## src/rtl/gps_clkgen_pkg.sv

```systemverilog
// gps_clkgen_pkg: shared constants for the GPS clock/reset generator.
//   - default divider ratios and reset-hold count
//   - default NCO tuning word (10.23 MHz from a 50 MHz system clock)
//   - reset stretcher counter width
//   - cnt_width(): counter width for a modulo-n counter, never below 1 bit
package gps_clkgen_pkg;

    localparam int unsigned FastDivDefault = 2;
    localparam int unsigned SlowDivDefault = 10;
    localparam int unsigned RstHoldDefault = 4;
    localparam logic [31:0] NcoFtwDefault  = 32'd878750309;
    localparam int unsigned RstCntW        = 8;

    function automatic int unsigned cnt_width(input int unsigned n);
        return (n > 1) ? $clog2(n) : 1;
    endfunction

endpackage

```

## src/rtl/gps_clk_gen_if.sv

```systemverilog
// gps_clk_gen_if: clock/reset bundle driven by gps_clk_gen into the GPS code generators.
//   gps_clk_fast  fast code clock, 50% duty
//   gps_clk_slow  slow clock, edges aligned to gps_clk_fast rising edges
//   gps_rst       active-high, stretched GPS reset
// Modports: master (generator side), slave (consumer side).
interface gps_clk_gen_if;

    logic gps_clk_fast;
    logic gps_clk_slow;
    logic gps_rst;

    modport master (output gps_clk_fast, output gps_clk_slow, output gps_rst);
    modport slave  (input  gps_clk_fast, input  gps_clk_slow, input  gps_rst);

endinterface

```

## src/rtl/gps_rst_sync.sv

```systemverilog
// gps_rst_sync: 2-flop reset synchronizer, asynchronous assert / synchronous deassert.
//   clk         destination clock
//   rst_n       raw asynchronous active-low reset
//   rst_n_sync  synchronized active-low reset, rises on the 2nd clk edge after rst_n rises
module gps_rst_sync (
    input  logic clk,
    input  logic rst_n,
    output logic rst_n_sync
);

    logic meta_q;
    logic sync_q;

    always_ff @(posedge clk or negedge rst_n) begin
        if (!rst_n) begin
            meta_q <= 1'b0;
            sync_q <= 1'b0;
        end else begin
            meta_q <= 1'b1;
            sync_q <= meta_q;
        end
    end

    assign rst_n_sync = sync_q;

endmodule

```

## src/rtl/gps_clk_gen.sv

```systemverilog
// gps_clk_gen: clock/reset generator for the GPS core.
//   sys_clk_50  system clock, the only clock in this block
//   rst_n       asynchronous active-low reset
//   clk_bus     gps_clk_gen_if.master: gps_clk_fast, gps_clk_slow, gps_rst
// All outputs are flops in the sys_clk_50 domain. gps_clk_slow toggles only in cycles where
// gps_clk_fast rises; gps_rst falls on the RST_HOLD-th rising edge of gps_clk_slow.
// Build option: define GPS_CLKGEN_NCO_EN to replace the integer fast divider with a 32-bit
// phase accumulator (gps_clk_fast = acc[31], acc += NCO_FTW per cycle).
module gps_clk_gen
    import gps_clkgen_pkg::*;
#(
    parameter int unsigned FAST_DIV = FastDivDefault,
    parameter int unsigned SLOW_DIV = SlowDivDefault,
    parameter int unsigned RST_HOLD = RstHoldDefault
`ifdef GPS_CLKGEN_NCO_EN
    ,
    parameter logic [31:0] NCO_FTW  = NcoFtwDefault
`endif
) (
    input  logic           sys_clk_50,
    input  logic           rst_n,
    gps_clk_gen_if.master  clk_bus
);

    localparam int unsigned SlowHalf = SLOW_DIV / 2;
    localparam int unsigned SlowCntW = cnt_width(SlowHalf);

    // Dividers only count once the synchronized reset has released.
    logic run;

    gps_rst_sync u_rst_sync (
        .clk        (sys_clk_50),
        .rst_n      (rst_n),
        .rst_n_sync (run)
    );

    logic fast_q, fast_d;
    logic fast_rise;

`ifdef GPS_CLKGEN_NCO_EN
    logic [31:0] acc_q, acc_d;

    always_comb begin
        acc_d  = acc_q;
        fast_d = fast_q;
        if (run) begin
            acc_d  = acc_q + NCO_FTW;
            fast_d = acc_d[31];
        end
    end

    always_ff @(posedge sys_clk_50 or negedge rst_n) begin
        if (!rst_n) begin
            acc_q <= '0;
        end else begin
            acc_q <= acc_d;
        end
    end
`else
    localparam int unsigned FastHalf = FAST_DIV / 2;
    localparam int unsigned FastCntW = cnt_width(FastHalf);

    logic [FastCntW-1:0] fast_cnt_q, fast_cnt_d;

    always_comb begin
        fast_cnt_d = fast_cnt_q;
        fast_d     = fast_q;
        if (run) begin
            if (fast_cnt_q == FastCntW'(FastHalf - 1)) begin
                fast_cnt_d = '0;
                fast_d     = ~fast_q;
            end else begin
                fast_cnt_d = fast_cnt_q + FastCntW'(1);
            end
        end
    end

    always_ff @(posedge sys_clk_50 or negedge rst_n) begin
        if (!rst_n) begin
            fast_cnt_q <= '0;
        end else begin
            fast_cnt_q <= fast_cnt_d;
        end
    end
`endif

    // Look-ahead on the fast flop so the slow flop can toggle in the same cycle.
    assign fast_rise = fast_d & ~fast_q;

    logic [SlowCntW-1:0] slow_cnt_q, slow_cnt_d;
    logic                slow_q, slow_d;
    logic                slow_rise;

    always_comb begin
        slow_cnt_d = slow_cnt_q;
        slow_d     = slow_q;
        if (fast_rise) begin
            if (slow_cnt_q == SlowCntW'(SlowHalf - 1)) begin
                slow_cnt_d = '0;
                slow_d     = ~slow_q;
            end else begin
                slow_cnt_d = slow_cnt_q + SlowCntW'(1);
            end
        end
    end

    assign slow_rise = slow_d & ~slow_q;

    // Stretcher only advances while gps_rst is high, so it stops at RST_HOLD.
    logic [RstCntW-1:0] rst_cnt_q, rst_cnt_d;
    logic               gps_rst_q, gps_rst_d;

    always_comb begin
        rst_cnt_d = rst_cnt_q;
        gps_rst_d = gps_rst_q;
        if (slow_rise && gps_rst_q) begin
            rst_cnt_d = rst_cnt_q + RstCntW'(1);
            if (rst_cnt_q == RstCntW'(RST_HOLD - 1)) begin
                gps_rst_d = 1'b0;
            end
        end
    end

    always_ff @(posedge sys_clk_50 or negedge rst_n) begin
        if (!rst_n) begin
            fast_q     <= 1'b0;
            slow_cnt_q <= '0;
            slow_q     <= 1'b0;
            rst_cnt_q  <= '0;
            gps_rst_q  <= 1'b1;
        end else begin
            fast_q     <= fast_d;
            slow_cnt_q <= slow_cnt_d;
            slow_q     <= slow_d;
            rst_cnt_q  <= rst_cnt_d;
            gps_rst_q  <= gps_rst_d;
        end
    end

    assign clk_bus.gps_clk_fast = fast_q;
    assign clk_bus.gps_clk_slow = slow_q;
    assign clk_bus.gps_rst      = gps_rst_q;

endmodule

```

## src/flat_wrapper.sv

```systemverilog
// flat-port wrapper written by rule: the top's interface ports become plain ports
module gps_clk_gen_flat import gps_clkgen_pkg::*;
#(
    parameter int unsigned FAST_DIV = FastDivDefault,
    parameter int unsigned SLOW_DIV = SlowDivDefault,
    parameter int unsigned RST_HOLD = RstHoldDefault

)
  (sys_clk_50, rst_n, clk_bus_gps_clk_fast, clk_bus_gps_clk_slow, clk_bus_gps_rst);
  gps_clk_gen_if clk_bus_i ();
  input  logic sys_clk_50;
  input  logic rst_n;
  output wire logic [$bits(clk_bus_i.gps_clk_fast)-1:0] clk_bus_gps_clk_fast;
  output wire logic [$bits(clk_bus_i.gps_clk_slow)-1:0] clk_bus_gps_clk_slow;
  output wire logic [$bits(clk_bus_i.gps_rst)-1:0] clk_bus_gps_rst;
  assign clk_bus_gps_clk_fast = clk_bus_i.gps_clk_fast;
  assign clk_bus_gps_clk_slow = clk_bus_i.gps_clk_slow;
  assign clk_bus_gps_rst = clk_bus_i.gps_rst;
  gps_clk_gen #(.FAST_DIV(FAST_DIV), .SLOW_DIV(SLOW_DIV), .RST_HOLD(RST_HOLD)) u_core (.sys_clk_50(sys_clk_50), .rst_n(rst_n), .clk_bus(clk_bus_i));
endmodule
```

## config.mk

```make
export PLATFORM = sky130hd
export DESIGN_NAME = gps_clk_gen_flat
export DESIGN_NICKNAME = d
export VERILOG_FILES = /design/src/rtl/gps_clkgen_pkg.sv /design/src/rtl/gps_clk_gen_if.sv /design/src/rtl/gps_rst_sync.sv /design/src/rtl/gps_clk_gen.sv /design/src/flat_wrapper.sv
export SDC_FILE = /design/constraint.sdc
export NUM_CORES = 1
export LEC_CHECK = 0
export CORE_UTILIZATION = 54
export CTS_CLUSTER_DIAMETER = 30
export DETAILED_ROUTE_END_ITERATION = 16
export GPL_TIMING_DRIVEN = 0
export HOLD_SLACK_MARGIN = 0.02
export PLACE_DENSITY = 0.77
export SYNTH_ARGS = -nofsm -noshare
export SYNTH_HDL_FRONTEND = slang
export SYNTH_HIERARCHICAL = 1
export SYNTH_SLANG_ARGS = --single-unit
```

## constraint.sdc

```tcl
create_clock -name sys_clk_50 -period 1.83 [get_ports sys_clk_50]
set_input_delay 0.2745 -clock sys_clk_50 [delete_from_list [all_inputs] [get_ports sys_clk_50]]
set_output_delay 0.2745 -clock sys_clk_50 [all_outputs]
set_load 0.1 [all_outputs]
```

==> results of run 1 <==
synthesized netlist by cell type, types with 2 or more instances:
| cell | number |
|---|---|
| nand2_1 | 6 |
| xor2_1 | 7 |
| nor3_1 | 3 |
| nand4_1 | 2 |
| inv_1 | 5 |
| ha_1 | 4 |
| nand3_1 | 2 |
| dfrtp_1 | 15 |
| nor4_1 | 4 |
| o21ai_0 | 4 |
path summary, 6_finish.rpt:
check | from | endpoint | cells past startpoint | slack [ns]
hold / removal | u_core/u_rst_sync/meta_q$_DFF_PN0_ | u_core/u_rst_sync/rst_n_sync$_DFF_PN0_ | 0 | 0.37
hold reg to reg | u_core/u_rst_sync/meta_q$_DFF_PN0_ | u_core/u_rst_sync/rst_n_sync$_DFF_PN0_ | 0 | 0.37
setup reg to reg | u_core/clk_bus.gps_clk_fast$_DFF_PN0_ | u_core/rst_cnt_q[1]$_DFFE_PN0P_ | 5 | 0.25
setup / recovery | u_core/clk_bus.gps_clk_slow$_DFF_PN0_ | clk_bus_gps_clk_slow | 1 | 0.07
min in group asynchronous | rst_n | u_core/rst_cnt_q[5]$_DFFE_PN0P_ | 1 | 0.41
max in group asynchronous | rst_n | u_core/clk_bus.gps_clk_fast$_DFF_PN0_ | 1 | 0.95
worst register-to-register path, cell delays in order (launching register included):
cell,delay (ns)
dfrtp_2,0.40
inv_1,0.06
ha_1,0.30
nand3_4,0.16
nor2_1,0.20
mux2_2,0.36
stage by stage:
step | setup TNS, ns | area [µm²] | setup WS [ns] | hold slack, ns
after floorplan | 0 | 706 | 0.0232 | -0.0211
after global placement | -0.0786 | 763 | -0.0786 | 0.339
after detailed placement | -0.0802 | 763 | -0.0802 | 0.351
after CTS | 0 | 798 | 0.0310 | 0.372
after global routing | 0 | 800 | 0.0203 | 0.384
final | 0 | 800 | 0.0697 | 0.370
cell type report:
type                            instances  area share [%]
Clock buffer                            4            4.54
Sequential cell                        16            50.4
Multi-Input combinational cell         40            35.5
Inverter                                5            2.35
Timing Repair Buffer                    4            5.01
Tap cell                               14            2.19
registers in the layout, indices dropped and copies added, names as in the netlist:
register and count:
u_core/clk_bus.gps_clk_fast 1, u_core/clk_bus.gps_clk_slow 1, u_core/clk_bus.gps_rst 1, u_core/rst_cnt_q 8, u_core/slow_cnt_q 3, u_core/u_rst_sync/meta_q 1, u_core/u_rst_sync/rst_n_sync 1
routing by layer:
layer  up-vias  wire length (µm)
li1        222                 -
met1       210               490
met2        22               418
met3         2                65
met4         0                11
met5         -                 0
cell families after synthesis:
logic type	share of synthesized area, %
buffers and inverters	2.66
and+or+nand+nor	17.2
DFF	57.0
other	0.532
adders and majority gates	7.11
AOI/OAI and AO/OA	3.91
xor gates and xnor gates	9.95
muxes	1.60
power groups by stage:
| stage | combinational [mW] | clock (mW) | sequential (mW) |
|---|---|---|---|
| 2_1_floorplan | 0.119 | 0 | 0.611 |
| 3_3_place_gp | 0.353 | 0 | 0.450 |
| 3_5_place_dp | 0.358 | 0 | 0.453 |
| 4_1_cts | 0.344 | 0.229 | 0.445 |
| 5_1_grt | 0.374 | 0.250 | 0.452 |
| 6_report | 0.344 | 0.223 | 0.443 |
==> results.toml, run 1 <==
[cells_and_area]
layout_common_cells = "14 x dfrtp_1, 7 x xor2_1, 6 x nand2_1, 5 x inv_1"
multiInputGateArea_um2 = 284
regArea_um2 = 403
n_antenna_cell = 0
area_growth_pct = 13.5
final_cells = 83
nFillCells = 78
fin_util_pct = 69.2
drive_gt1_share_pct = 13.0
final_nets = 76
layout_commonest_cell = "dfrtp_1"

[placed_design]
port-buffer-count = 4
routabilityCongestion = 0.839
dp.cells = 79
hpwl_um = 696

[yosys]
yosys.area.top_type = "dfrtp_1"
yosys_most_used_dff = "dfrtp_1"
synth_seq_cells = 16
synth_cell_type_count = 19
yosysTopAreaCellShare_pct = 53.3
synth-edff-count = 0
synth_area_um2 = 704
ys_async_sr_fraction_pct = 100
synthTopCellsByArea = "dfrtp_1 53%, xor2_1 8.7%, ha_1 7.1%, dfstp_2 3.7%, nor4_1 3.6%"
ys_warn_count = 6
syn_inst = 61
syn_avg_cell_area_um2 = 11.5
syn_nets = 67
ys_seq_area_share_pct = 57.0

[die]
die_y_um = 38.1
placementRows = 12
start_util_pct = 60.9
dieArea_um2 = 1450
coreArea_um2 = 1160
die_x_um = 38.1
ios = 5

[route]
via_per_inst = 5.49
dr.pass1.iters = 4
antenna_left = 0
wirelength_um = 985
drc = 0
vias = 456
wl_per_cell_um = 11.9
drt_iter0_drc = 20

[timing]
maxSlewHeadroom_pct = 36.6
setup_violations = 0
hold_violations = 0
maxSlewViolCount = 0
finalClockSkew_ns = 0.00435
fin_crit_ns = 1.76
finalCritPeriodShare_pct = 96.2
rsz0062_at_grt = "no"
fmax_ghz = 0.568
worst_pin_slew_ns = 0.955

[grt]
grt_pass1_wl_mm = 1.75
grt_pass1_vias = 411
grt_busiest_layer = "met2"
gr-usage-all-layers_pct = 17.7
use_met3_pct = 3.49
grt_max_degree = 17
grtUsageMet2_pct = 26.3
grt.overflow.total = 0
antenna_found_initial = 0
use_met1_pct = 26.1

[power]
power_frac_seq_pct = 43.9
switching_power_mw = 0.399
power_frac_clock_pct = 22.1
powerDensity_nw_per_um2 = 1260
power.total_mw = 1.01
p_leak_nw = 0.400
p_comb_share_pct = 34.0
swShare_pct = 39.5
vdd_ir_drop_max_mv = 0.896
internal_power_mw = 0.611

[critical_path]
cpPeakStageDelay_ns = 0.83
crit_path_max_fanout = 3
critical_path.top_delay_family = "buffers and inverters"
worstSetupPathType = "reg2out"
end_kind = "primary output"
worstSetupStartpointType = "flop"
worstPathRequired_ns = 1.56
path_cells = "clkdlybuf4s15_1"
path_buf_inv = 1
worst_path_max_delay_cell = "clkdlybuf4s15_1"
critPathArrivalTime_ns = 1.49

[clocking]
cts_buffers = 3
cts_tree = "yes"
clk_pin_slew_ns = 0.09
clock_latency_ns = 0.27
cts_setup_buffers = 0
clock_tree.root_cell = "clkbuf_4"
htreeDepth = 1
ctsResizeCount = 5
ctsHoldBuffers = 0
clkSinkCount = 16
clk_path_buf_depth = 2

[status]
status = "finished clean"

[job]
maxCapViolCount = 0

[min_path]
hold_class = "reg2reg"
No activity file was read; power rests on OpenSTA's default activity.
==> run 2: changes to the inputs <==
- PLACE_DENSITY: 0.77 -> 0.74
==> results.toml, run 2 (same netlist as run 1, synthesis figures left out) <==
[placed_design]
routabilityCongestion = 0.800
hpwl_um = 677
port-buffer-count = 4
pre_cts_slack_ns = -0.0830

[clocking]
ctsHoldBuffers = 0
clock_latency_ns = 0.28
cts_tree = "yes"
clock_tree.root_cell = "clkbuf_4"
clkSinkCount = 16
cts_setup_buffers = 0
htreeDepth = 1
clk_path_buf_depth = 2
clk_pin_slew_ns = 0.09
cts_buffers = 3

[cells_and_area]
regMostFlops = "u_core/rst_cnt_q"
largest_reg_flops = 8
fin_util_pct = 69.2
area_growth_pct = 13.5
drive_gt1_share_pct = 13.0
layout_common_cells = "14 x dfrtp_1, 7 x xor2_1, 6 x nand2_1, 5 x inv_1"
final_nets = 76
layout_commonest_cell = "dfrtp_1"
reg_top3 = "u_core/rst_cnt_q x8, u_core/slow_cnt_q x3"
n_antenna_cell = 0

[die]
placementRows = 12
start_util_pct = 60.9
coreArea_um2 = 1160
die_x_um = 38.1
dieArea_um2 = 1450
die_y_um = 38.1
ios = 5

[timing]
whs_ns = 0.355
fmax_ghz = 0.561
finalCritPeriodShare_pct = 97.4
fin_crit_ns = 1.78
rsz0062_at_grt = "no"
maxSlewHeadroom_pct = 36.4
setup_violations = 0
setup_slack_ns = 0.0476
worst_pin_slew_ns = 0.957
hold_violations = 0
finalClockSkew_ns = 0.00543
maxSlewViolCount = 0

[power]
p_comb_share_pct = 33.8
switching_power_mw = 0.402
power_frac_seq_pct = 44.2
power_frac_clock_pct = 22.0
powerDensity_nw_per_um2 = 1270
vdd_ir_drop_max_mv = 0.946
p_leak_nw = 0.400
internal_power_mw = 0.611
swShare_pct = 39.7

[route]
drt_iter0_drc = 8
vias = 437
via_per_inst = 5.27
drc = 0
antenna_left = 0
dr.pass1.iters = 4
wl_per_cell_um = 12.4
wirelength_mm = 1.03

[grt]
antenna_found_initial = 0
grt.overflow.total = 0
grt_pass1_wl_mm = 1.73
grt_pass1_vias = 407
grt_max_degree = 17
gr-usage-all-layers_pct = 17.9

[job]
maxCapViolCount = 0

[critical_path]
critical_path.top_delay_family = "buffers and inverters"
worstPathRequired_ns = 1.56
path_cells = "clkdlybuf4s15_1"
crit_path_max_fanout = 3
critPathArrivalTime_ns = 1.51
worstSetupPathType = "reg2out"
path_buf_inv = 1
worstSetupStartpointType = "flop"
worst_path_max_delay_cell = "clkdlybuf4s15_1"
end_kind = "primary output"
cpPeakStageDelay_ns = 0.84

[min_path]
hold_class = "reg2reg"

[status]
status = "finished clean"
run 2: cell counts in the layout (fill, tap and decap cells not counted):
No cell type changed its count.
run 2: cell type report:
type | count | area, µm²
Clock buffer | 4 | 36.3
Sequential cell | 16 | 403
Fill cell | 94 | 357
Tap cell | 14 | 17.5
Timing Repair Buffer | 4 | 40.0
Inverter | 5 | 18.8
Multi-Input combinational cell | 40 | 284
run 2: layer usage:
| metal | share of wire (%) | up-vias | GRT usage [%] |
|---|---|---|---|
| met5 | 0 | - | 0 |
| met4 | 0.78 | 0 | 8.04 |
| met3 | 5.8 | 2 | 5.23 |
| met2 | 41 | 12 | 26.3 |
| met1 | 52 | 197 | 24.4 |
| li1 | - | 226 | - |
run 2: power by group through the flow:
stage	registers (mW)	logic, mW	clock network (mW)
final	0.447	0.342	0.223
after CTS	0.447	0.342	0.230
after floorplan	0.611	0.119	0
after detailed placement	0.452	0.357	0
after global placement	0.450	0.355	0
after global routing	0.454	0.370	0.252
run 2: repair_timing:
action	in CTS	in global routing
setup endpoints to repair	3	1
gates resized for setup	5	1
gates cloned	0	0
run 2: stage by stage:
stage / std cells / setup TNS [ns] / power [mW] / instance area, µm²
6_report: 83 / 0 / 1.01 / 800
2_1_floorplan: 61 / 0 / 0.731 / 706
3_3_place_gp: 79 / -0.0810 / 0.805 / 763
3_5_place_dp: 79 / -0.0830 / 0.809 / 763
5_1_grt: 83 / 0 / 1.08 / 800
4_1_cts: 83 / 0 / 1.02 / 798
run 2: path summary, 6_finish.rpt:
path                                                             from                                      to  slack [ns]  cells past startpoint
worst min register to register     u_core/u_rst_sync/meta_q$_DFF_PN0_  u_core/u_rst_sync/rst_n_sync$_DFF_PN0_        0.35                      0
worst max-delay path            u_core/clk_bus.gps_clk_slow$_DFF_PN0_                    clk_bus_gps_clk_slow        0.05                      1
worst max register to register  u_core/clk_bus.gps_clk_fast$_DFF_PN0_         u_core/rst_cnt_q[1]$_DFFE_PN0P_        0.22                      5
max in group asynchronous                                       rst_n   u_core/clk_bus.gps_clk_fast$_DFF_PN0_        0.95                      1
min in group asynchronous                                       rst_n        u_core/slow_cnt_q[1]$_DFFE_PN0N_        0.40                      1
worst min-delay path               u_core/u_rst_sync/meta_q$_DFF_PN0_  u_core/u_rst_sync/rst_n_sync$_DFF_PN0_        0.35                      0
run 2: worst register-to-register path, stage by stage, from the launching register on:
cell     delay [ns]
dfrtp_2        0.40
inv_1          0.05
ha_1           0.30
nand3_4        0.16
nor2_1         0.23
mux2_2         0.36
==> run 3: changes to the inputs <==
- REMOVE_ABC_BUFFERS: default -> 1
==> results.toml, run 3 (same netlist as run 1, synthesis figures left out) <==
[critical_path]
path_cells = "dlygate4sd2_1"
r2r_start = "u_core/clk_bus.gps_clk_fast$_DFF_PN0_"
worstPathRequired_ns = 1.56
cpPeakStageDelay_ns = 0.85
r2r-end = "u_core/rst_cnt_q[5]$_DFFE_PN0P_"
path_buf_inv = 1
crit_path_max_fanout = 2
end_kind = "primary output"
ff2ff_setup_slack_ns = 0.31
worstSetupStartpoint = "u_core/clk_bus.gps_clk_fast$_DFF_PN0_"
worstRegToRegCells = 5
critPathArrivalTime_ns = 1.47
worstSetupPathType = "reg2out"
worstSetupStartpointType = "flop"
worst_path_max_delay_cell = "dlygate4sd2_1"
crit_end = "clk_bus_gps_clk_fast"
critical_path.top_delay_family = "buffers and inverters"
cp.depth = 1

[cells_and_area]
reg_top3 = "u_core/rst_cnt_q x8, u_core/slow_cnt_q x3"
n_antenna_cell = 0
final_nets = 76
final_cells = 83
area_growth_pct = 11.2
nFillCells = 95
regMostFlops = "u_core/rst_cnt_q"
largest_reg_flops = 8
drive_gt1_share_pct = 11.6
layout_commonest_cell = "dfrtp_1"
layout_common_cells = "15 x dfrtp_1, 7 x xor2_1, 6 x nand2_1, 5 x inv_1"

[timing]
worst_pin_slew_ns = 0.947
setup_tns_ns = 0
fmax_ghz = 0.575
fin_crit_ns = 1.74
finalCritPeriodShare_pct = 95.1
rsz0062_at_grt = "no"
setup_violations = 0
maxSlewViolCount = 0
finalClockSkew_ns = 0.0104
whs_ns = 0.365
hold_violations = 0
maxSlewHeadroom_pct = 37.1

[route]
drc = 0
route.layer.met1.wl_um = 496
wl_per_cell_um = 12.2
routed.top_layer = "met3"
route.met2.wl_um = 469
drt_iter0_drc = 10
wirelength_mm = 1.01
vias = 446
via_per_inst = 5.37
dr.pass1.iters = 4
antenna_left = 0
wl_met3_um = 44

[status]
status = "finished clean"

[grt]
grt_pass1_wl_mm = 1.73
antenna_found_initial = 0
grt_max_degree = 17
gr-usage-all-layers_pct = 18.1
grt.overflow.total = 0
grt_pass1_vias = 436

[clocking]
clock_latency_ns = 0.29
ctsHoldBuffers = 0
clk_pin_slew_ns = 0.08
htreeDepth = 1
clkSinkCount = 16
clk_path_buf_depth = 2
clock_tree.root_cell = "clkbuf_4"
cts_buffers = 3
cts_tree = "yes"

[power]
p_leak_nw = 0.395
power.total_mw = 0.971
powerDensity_nw_per_um2 = 1240
vdd_ir_drop_max_mv = 0.894

[placed_design]
routabilityCongestion = 0.824
dp.cells = 79
hpwl_um = 717
port-buffer-count = 4

[die]
start_util_pct = 60.9
dieArea_um2 = 1450
die_y_um = 38.1
die_x_um = 38.1
placementRows = 12
coreArea_um2 = 1160
ios = 5

[min_path]
hold_depth = 0
holdCritStartpoint = "u_core/u_rst_sync/meta_q$_DFF_PN0_"
hold_class = "reg2reg"

[job]
maxCapViolCount = 0
run 3: cell types whose count changed in the layout (fill, tap and decap cells not counted):
cell             change
clkbuf_2             +1
clkbuf_1             +1
clkbuf_8             -1
dfrtp_2              -1
clkdlybuf4s15_1      -1
dfrtp_1              +1
run 3: routing by layer:
layer / up-vias / track usage (%)
li1: 225 / -
met1: 215 / 22.2
met2: 6 / 28.0
met3: 0 / 8.72
met4: 0 / 5.36
met5: - / 0
run 3: area by class of cell:
class	count	area, µm²	area share (%)
Clock buffer	4	26.3	3.35
Multi-Input combinational cell	40	284	36.3
Timing Repair Buffer	4	35.0	4.47
Sequential cell	16	402	51.3
Tap cell	14	17.5	2.24
Inverter	5	18.8	2.40
run 3: worst min path at each step:
stage | to | slack (ns)
after floorplan | u_core/clk_bus.gps_clk_fast$_DFF_PN0_ | -0.02
after global placement | u_core/u_rst_sync/rst_n_sync$_DFF_PN0_ | 0.34
after detailed placement | u_core/u_rst_sync/rst_n_sync$_DFF_PN0_ | 0.35
after CTS | u_core/u_rst_sync/rst_n_sync$_DFF_PN0_ | 0.37
after global routing | u_core/u_rst_sync/rst_n_sync$_DFF_PN0_ | 0.38
final | u_core/u_rst_sync/rst_n_sync$_DFF_PN0_ | 0.37
run 3: power breakdown:
part	internal (mW)	switching, mW	total [mW]
combinational	0.0756	0.262	0.338
sequential	0.407	0.0368	0.444
clock	0.0846	0.105	0.190
run 3: timing repair:
item / CTS / global route
setup endpoints to repair: 3 / 1
setup buffers: 0 / 0
gates resized for setup: 5 / 2
gates cloned: 0 / 0
run 3: per-stage QoR:
step                      utilization, %  setup slack (ns)  cell area [µm²]
after global placement              65.9           -0.0840              762
after global routing                67.7            0.0211              783
after CTS                           68.1           0.00854              787
final                               67.7            0.0905              783
after detailed placement            65.9           -0.0861              762
after floorplan                        -           -0.0927              704
